[config.mk]
export PLATFORM = sky130hd
export DESIGN_NAME = dither_phase_ctrl
export DESIGN_NICKNAME = d
export VERILOG_FILES = /design/src/rtl/dither_pkg.sv /design/src/rtl/mod7_acc.sv /design/src/rtl/dither_phase_ctrl.sv
export SDC_FILE = /design/constraint.sdc
export NUM_CORES = 1
export LEC_CHECK = 0
export BUFFER_PORTS_ARGS = -buffer_cell sky130_fd_sc_hd__buf_4
export CAP_MARGIN = 10
export CORE_ASPECT_RATIO = 0.9
export CORE_UTILIZATION = 41
export DETAILED_ROUTE_END_ITERATION = 8
export SLEW_MARGIN = 20
export SYNTH_ARGS = -nofsm -noshare
export SYNTH_HDL_FRONTEND = slang
export SYNTH_HIERARCHICAL = 1
export SYNTH_SLANG_ARGS = --single-unit
[constraint.sdc]
create_clock -name clk7x -period 3.1 [get_ports clk7x]
set_input_delay 0.775 -clock clk7x [delete_from_list [all_inputs] [get_ports clk7x]]
set_output_delay 0.775 -clock clk7x [all_outputs]
set_load 0.005 [all_outputs]
[src/rtl/dither_pkg.sv]
// Shared types, reset patterns and modulo-7 helper for the 7-phase temporal dither controller.
package dither_pkg;

  localparam int PHASES = 7;

  typedef logic [6:0] pat_t;
  typedef logic [2:0] ph_t;

  typedef enum logic [1:0] {
    CFG_IDLE,
    CFG_ACK,
    CFG_WAIT
  } cfg_st_t;

  // Level k pattern; bit 6 is emitted at phase 0 with zero rotation.
  localparam pat_t RST_PAT [1:6] = '{
    7'b0001000,
    7'b0100010,
    7'b1010100,
    7'b1010101,
    7'b1101011,
    7'b1110111
  };

  // Both operands are expected in 0..6.
  function automatic ph_t add_mod7(input ph_t a, input ph_t b);
    logic [3:0] s;
    s = {1'b0, a} + {1'b0, b};
    if (s >= 4'd7) s = s - 4'd7;
    return s[2:0];
  endfunction

endpackage

[src/rtl/mod7_acc.sv]
// Modulo-7 offset accumulator: adds step on add, clear has priority; 1-cycle update latency.
module mod7_acc
  import dither_pkg::*;
(
  input  logic clk7x,
  input  logic rst,
  input  logic clr,
  input  logic add,
  input  ph_t  step,
  output ph_t  acc
);

  always_ff @(posedge clk7x) begin
    if (rst) begin
      acc <= '0;
    end else if (clr) begin
      acc <= '0;
    end else if (add) begin
      acc <= add_mod7(acc, step);
    end
  end

endmodule

[src/rtl/dither_phase_ctrl.sv]
// 7-phase dither sequencer with shadowed pattern table committed on vsync; outputs registered (1 cycle).
// Line/frame rotation is built only when DITHER_FRC_ROT_EN is defined.
module dither_phase_ctrl
  import dither_pkg::*;
#(
  parameter int LINE_ROT  = 1,
  parameter int FRAME_ROT = 3
) (
  input  logic       rst,
  input  logic       clk7x,
  input  logic       pix_stb,
  input  logic       hsync_i,
  input  logic       vsync_i,
  input  logic       en,
  input  logic       cfg_we,
  input  logic [2:0] cfg_addr,
  input  logic [6:0] cfg_wdata,
  output logic       cfg_ack,
  output logic       cfg_err,
  output logic       cfg_pend,
  output logic [5:0] lvl_mask,
  output logic [2:0] phase_o,
  output logic       locked
);

  localparam ph_t LINE_STEP  = ph_t'(LINE_ROT);
  localparam ph_t FRAME_STEP = ph_t'(FRAME_ROT);
  localparam ph_t LAST_PHASE = ph_t'(PHASES - 1);

  logic vs_q;
  logic vs_rise;
  ph_t  rot;

  always_ff @(posedge clk7x) begin
    if (rst) vs_q <= 1'b0;
    else     vs_q <= vsync_i;
  end

  assign vs_rise = vsync_i & ~vs_q;

`ifdef DITHER_FRC_ROT_EN
  logic hs_q;
  logic hs_rise;
  ph_t  line_off;
  ph_t  frame_off;

  always_ff @(posedge clk7x) begin
    if (rst) hs_q <= 1'b0;
    else     hs_q <= hsync_i;
  end

  assign hs_rise = hsync_i & ~hs_q;

  // A frame edge restarts the line offset, overriding any same-cycle line edge.
  mod7_acc u_line_acc (
    .clk7x (clk7x),
    .rst   (rst),
    .clr   (vs_rise),
    .add   (hs_rise),
    .step  (LINE_STEP),
    .acc   (line_off)
  );

  mod7_acc u_frame_acc (
    .clk7x (clk7x),
    .rst   (rst),
    .clr   (1'b0),
    .add   (vs_rise),
    .step  (FRAME_STEP),
    .acc   (frame_off)
  );

  assign rot = add_mod7(line_off, frame_off);
`else
  logic unused_rot_cfg;

  assign rot            = '0;
  assign unused_rot_cfg = ^{hsync_i, LINE_STEP, FRAME_STEP};
`endif

  // Phase counter; a strobe always marks phase 0, whatever the counter held.
  ph_t phase;
  ph_t phase_eff;
  ph_t idx;

  always_ff @(posedge clk7x) begin
    if (rst) begin
      phase  <= '0;
      locked <= 1'b0;
    end else if (pix_stb) begin
      phase  <= 3'd1;
      locked <= (phase == '0);
    end else begin
      if (phase == '0) locked <= 1'b0;
      phase <= (phase == LAST_PHASE) ? '0 : phase + 3'd1;
    end
  end

  assign phase_eff = pix_stb ? '0 : phase;
  assign idx       = add_mod7(phase_eff, rot);

  pat_t active [1:6];
  pat_t shadow [1:6];
  logic [5:0] mask_nxt;

  always_comb begin
    mask_nxt = '0;
    for (int k = 1; k <= 6; k++) begin
      mask_nxt[k-1] = en & active[k][3'd6 - idx];
    end
  end

  always_ff @(posedge clk7x) begin
    if (rst) begin
      lvl_mask <= '0;
      phase_o  <= '0;
    end else begin
      lvl_mask <= mask_nxt;
      phase_o  <= phase_eff;
    end
  end

  cfg_st_t cfg_st;
  cfg_st_t cfg_st_nxt;
  logic    accept;
  logic    addr_ok;

  always_ff @(posedge clk7x) begin
    if (rst) cfg_st <= CFG_IDLE;
    else     cfg_st <= cfg_st_nxt;
  end

  // After an ack, the requester must drop cfg_we before a new write is taken.
  always_comb begin
    cfg_st_nxt = cfg_st;
    accept     = 1'b0;
    case (cfg_st)
      CFG_IDLE: begin
        if (cfg_we) begin
          accept     = 1'b1;
          cfg_st_nxt = CFG_ACK;
        end
      end
      CFG_ACK:  cfg_st_nxt = cfg_we ? CFG_WAIT : CFG_IDLE;
      CFG_WAIT: if (!cfg_we) cfg_st_nxt = CFG_IDLE;
      default:  cfg_st_nxt = CFG_IDLE;
    endcase
  end

  assign cfg_ack = (cfg_st == CFG_ACK);
  assign addr_ok = (cfg_addr != 3'd0) && (cfg_addr != 3'd7);

  // Commit copies the pre-write shadow; a same-cycle write lands afterwards and stays pending.
  always_ff @(posedge clk7x) begin
    if (rst) begin
      active   <= RST_PAT;
      shadow   <= RST_PAT;
      cfg_pend <= 1'b0;
      cfg_err  <= 1'b0;
    end else begin
      if (vs_rise) begin
        active   <= shadow;
        cfg_pend <= 1'b0;
      end
      if (accept) begin
        if (addr_ok) begin
          shadow[cfg_addr] <= cfg_wdata;
          cfg_pend         <= 1'b1;
        end else begin
          cfg_err <= 1'b1;
        end
      end
    end
  end

endmodule
---- Word-level counts from Yosys, hierarchy flattened ----
Cells that the tools add are included.
storage, ports and cells
  bits in registers ....................... 102
  input port bits ......................... 17
  output and inout bits ................... 13
cells by class
  add/subtract/negate cells ............... 3
  order comparisons ....................... 4
  equality and inequality tests ........... 6
  mux-type cells .......................... 30
  bitwise operators ....................... 10
  reductions and logical operators ........ 10
operators by type and width
  kind                                                         number
  bitwise mux 42 bit                                           1
  demux 7 bit (select 3 bit)                                   1
  binary-select mux 1 bit (select 3 bit)                       6
  two-way mux 1 bit                                            15
  bitwise AND 1 bit                                            7
  two-way mux 7 bit                                            1
  two-way mux 2 bit                                            3
  two-way mux 3 bit                                            2
  one-hot mux 2 bit (3 select lines)                           1
  AND reduction 2 bit                                          3
  greater-or-equal comparator 4 bit (second input constant)    1
  less-than comparator 3 x 4 -> 1 bit (second input constant)  1
  less-than comparator 4 x 1 -> 1 bit (second input constant)  1
  inequality test 2 bit (second input constant)                2
  inverter 3 -> 4 bit                                          1
  adder 3 x 1 -> 3 bit (second input constant)                 1
  equality test 3 bit (second input constant)                  1
  greater-or-equal comparator 3 bit (second input constant)    1
  logical NOT 3 bit                                            1
  inequality test 3 bit (second input constant)                1
  nonzero test 3 bit                                           1
  OR reduction 3 bit                                           1
  subtractor 3 bit (first input constant)                      1
  subtractor 3 bit (second input constant)                     1
  other kinds (6)                                              8

---- Logic depth before layout (Yosys ltp) ----
  depth after elaboration ................. 7
  depth in mapped cells ................... 10

---- Least setup slack after synthesis ----
No wires, ideal clock.
  path kind ............................... input to register
  start ................................... input pix_stb
  end ..................................... register lvl_mask[0]
  library setup time ...................... 0.070 ns
  arrival ................................. 2.284 ns
  slack ................................... 0.745 ns
  stages .................................. 9
  buffers on the path ..................... 2
  path through ............................ buf_6 -> nor2_1 -> ha_1 -> o21ba_2 -> o32a_1 -> o221ai_2 -> or3b_1 -> buf_2 -> o2bb2ai_1
between the ends
  longest elaborated chain between the ends .. 7
RTL lines
  element                                                                       line                      RTL
  start: declaration                                                            dither_phase_ctrl.sv:11   input logic pix_stb,
  two-way mux 3 bit (*)                                                         dither_phase_ctrl.sv:99   assign phase_eff = pix_stb ? '0 : phase;
  subtractor 3 bit / greater-or-equal comparator 3 bit (equally long branches)  dither_pkg.sv:29          if (s >= 4'd7) s = s - 4'd7;
  two-way mux 3 bit (*)                                                         dither_pkg.sv:29
  subtractor 3 bit (*)                                                          dither_phase_ctrl.sv:109  mask_nxt[k-1] = en & active[k][3'd6 - idx];
  binary-select mux 1 bit (select 3 bit) (*)                                    dither_phase_ctrl.sv:109
  two-way mux 1 bit (not written as such) (*)                                   dither_phase_ctrl.sv:109
  bitwise AND 1 bit (*)                                                         dither_phase_ctrl.sv:109
  end signal: assignment                                                        dither_phase_ctrl.sv:118  lvl_mask <= mask_nxt;
  end: declaration                                                              dither_phase_ctrl.sv:21   output logic [5:0] lvl_mask,
Every way passes the cells marked *; elsewhere a longest branch is shown, timed or not. The select of a mux whose other input is x is not followed.
A chain may end at the register's enable or synchronous reset.

---- Worst setup path in the final report ----
  start ................................... input pix_stb
  end ..................................... register lvl_mask[5]
between the ends
  longest elaborated chain between the ends .. 7
RTL lines
  element                                                                       line                      RTL
  two-way mux 3 bit (*)                                                         dither_phase_ctrl.sv:99
  via phase_eff[2]                                                              dither_phase_ctrl.sv:83   ph_t phase_eff;
  subtractor 3 bit / greater-or-equal comparator 3 bit (equally long branches)  dither_pkg.sv:29
  two-way mux 3 bit (*)                                                         dither_pkg.sv:29
  subtractor 3 bit (*)                                                          dither_phase_ctrl.sv:109
  binary-select mux 1 bit (select 3 bit) (*)                                    dither_phase_ctrl.sv:109
  two-way mux 1 bit (not written as such) (*)                                   dither_phase_ctrl.sv:109
  bitwise AND 1 bit (*)                                                         dither_phase_ctrl.sv:109
Mark *: on every way through the listed nets, which the timed path passes. The rest lies on a longest branch. The select of a mux whose other input is x is not followed.

==> metrics.txt <==
vias approximately 3,200; GRT Overall Usage 18.7%; Most used DFF post-synth dfxtp_1; DRC errors left 0; status finished, final reports clean; final core occ 47.7%; Final Critical Period about 2.4 ns; first-pass GRT wire length around 15 mm; Yosys cell types 42; HPWL Detailed ~5.6 mm; Area Overhead vs Synth 12.5%; pin count of the biggest net entering global routing 64; Crit Path Class input port to register; Die X around 110 µm; num ports 30; Root Buffer clkbuf_8; Cell Pwr Density approximately 570 nW/µm²; die height 97.2 µm; Max Slew Vio Count 0; Synth area leaders dfxtp_1 (49%), nand2_1 (9.4%), a21oi_1 (4.8%); vias in the first global route roughly 3,000; sequential-to-total area share from yosys stat 49.5%; Setup violations, final 0; quantity of I/O buffers inserted on ports 28; syn nets ~480; wire per inst between 10 and 15 µm; CTS sink count ~100; initial antenna violation count 0; Post-CTS Hold Fix Bufs 0; MaxCap Viol Count 0; setup TNS 0 ns; synthesis-stage register bit count 102; Pre-antenna DRT Iters 4; post-cts sizing count 0; cells after synthesis 460; die area around 10,000 µm²; Initial Util between 40% and 50%; worst-case clock buffer depth 2; Synth top area share roughly half; worst flop-to-flop path startpoint phase[2]$_SDFF_PP0_; Leak Pwr 1.83 nW; critical path capture point type register; Critical Path Fanout Max 14; Ant. Diodes 0; Final Worst Setup Slack ~0.75 ns; CTS Buf Count 9; worst slew pin tran between 0.6 and 0.7 ns; async set-reset flop share out of synthesis 0%; core area 9740 µm²; Routed WL 8.89 mm; grt ovf 0; final net count about 500; post-route clock period utilization between 70 and 80%; critical path startpoint pix_stb; Ys Warns 6; Initial DRC Count ~160; relative slew slack approximately 56%; CTS tree yes; Peak Freq approximately 430 MHz; share of layout cells above drive strength 1 13.2%; Final Hold Viols 0; peak supply drop approximately 0.33 mV; syn_area_per_cell about 9.0 µm²; DR vias/cell between 5 and 6; clock-pin slew on the worst setup and hold paths 0.09 ns; num rows 34; Synth Cell Area approximately 4100 µm²; routability cong. approximately 0.74; Post-DRT Antenna Nets 0; post-place setup slack roughly 0.41 ns; clk_skew 0.00938 ns; CP Data Required Time between 3 and 4 ns; Hold WC Path Type register to register; total power approximately 2.6 mW; leading area contributor after synthesis dfxtp_1; Worst setup SP type input port; Post-synth EDFFs 0; CTS H-tree lvls 3; Data arrival, critical path 2.65 ns; setup bufs post-CTS 0; Skew-Pair Late Insertion Delay 0.37 ns; hold wc startpoint shadow[15]$_SDFFE_PP0P_; RSZ-0062 raised after global routing no
-- where the power goes --
group	internal [mW]	switching, mW
sequential	1.36	0.0262
combinational	0.104	0.138
clock	0.582	0.441
-- worst paths after layout --
kind | end | depth (start not counted) | slack (ns)
hold reg to reg | active[15]$_SDFFE_PP0P_ | 2 | 0.45
setup reg to reg | lvl_mask[5]$_SDFF_PP0_ | 7 | 0.81
setup / recovery | lvl_mask[5]$_SDFF_PP0_ | 8 | 0.75
hold / removal | active[15]$_SDFFE_PP0P_ | 2 | 0.45
-- critical path: stages --
cell and delay (ns):
buf_4 0.16, nor2b_1 0.20, ha_1 0.30, o21ba_2 0.26
o32a_1 0.14, o221ai_2 0.11, or3b_1 0.50, o2bb2ai_1 0.20
-- layer usage --
metal  track usage [%]  wire length [µm]  up-vias
li1                  -                 -     1586
met1              25.2              4420     1493
met2              28.6              3990       61
met3              5.03               371       10
met4              6.43               103        0
met5                 0                 0        -
-- cell families (layout without fill, tap and decap cells) --
kind of cell             Yosys count  count (layout)  synth area share [%]
AO/OA/AOI/OAI                     81              81                  13.9
XOR/XNOR                           2               2                 0.424
adder cells (fa/ha/maj)            4               4                  1.21
buffers and inverters             45              63                  4.91
flip-flops                       102             102                  49.5
multiplexers                      19              19                  6.70
AND/OR/NAND/NOR                  207             207                  23.4
-- placed cells by master (no fill, tap or decap), types with 2 or more instances in the layout --
cell       count
nand2_1      103
dfxtp_1      102
nor2_1        40
a21oi_1       40
buf_4         36
nand3b_1      22
a211o_1       21
nand3_1       16
mux2i_1       13
clkbuf_8      11
inv_1         10
nor2b_1        9
a2bb2oi_1      6
o2bb2ai_1      6
nor3_1         4
ha_1           4
mux4_2         3
mux4_1         3
bufinv_16      3
xnor2_1        2
nand2b_1       2
clkbuf_1       2
-- metrics by stage --
stage	hold slack [ns]	area [µm²]	std cells
detailed placement	0.442	4400	588
CTS	0.456	4650	604
global route	0.468	4650	604
finish	0.452	4650	604
global placement	0.439	4400	588
floorplan	0.429	4130	460
-- area by class of cell --
| cell class | instances | area (µm²) |
|---|---|---|
| clock buffers | 13 | 159 |
| clock inverters | 3 | 90.1 |
| fillers | 953 | 5090 |
| inverters | 11 | 41.3 |
| multi-input cells | 313 | 1890 |
| flip-flops and latches | 102 | 2040 |
| well taps | 126 | 158 |
| repair buffers | 36 | 270 |
-- cells in the mapped netlist, types with 3 or more instances --
master,number
buf_2,6
a211o_1,21
nor3_1,4
nor2_1,40
o2bb2ai_1,6
nand3b_1,22
mux4_1,3
buf_6,3
inv_1,10
dfxtp_1,102
nand3_1,16
nor2b_1,10
a21oi_1,40
mux2i_1,13
clkbuf_1,23
mux4_2,3
a2bb2oi_1,6
nand2_1,103
ha_1,4
-- state kept, by name (all words and copies together) (netlist names) --
signal    cells
cfg_err       1
phase         3
active       42
lvl_mask      6
vs_q          1
locked        1
cfg_pend      1
phase_o       3
shadow       42
cfg_st        2
No activity file was read; power rests on OpenSTA's default activity.
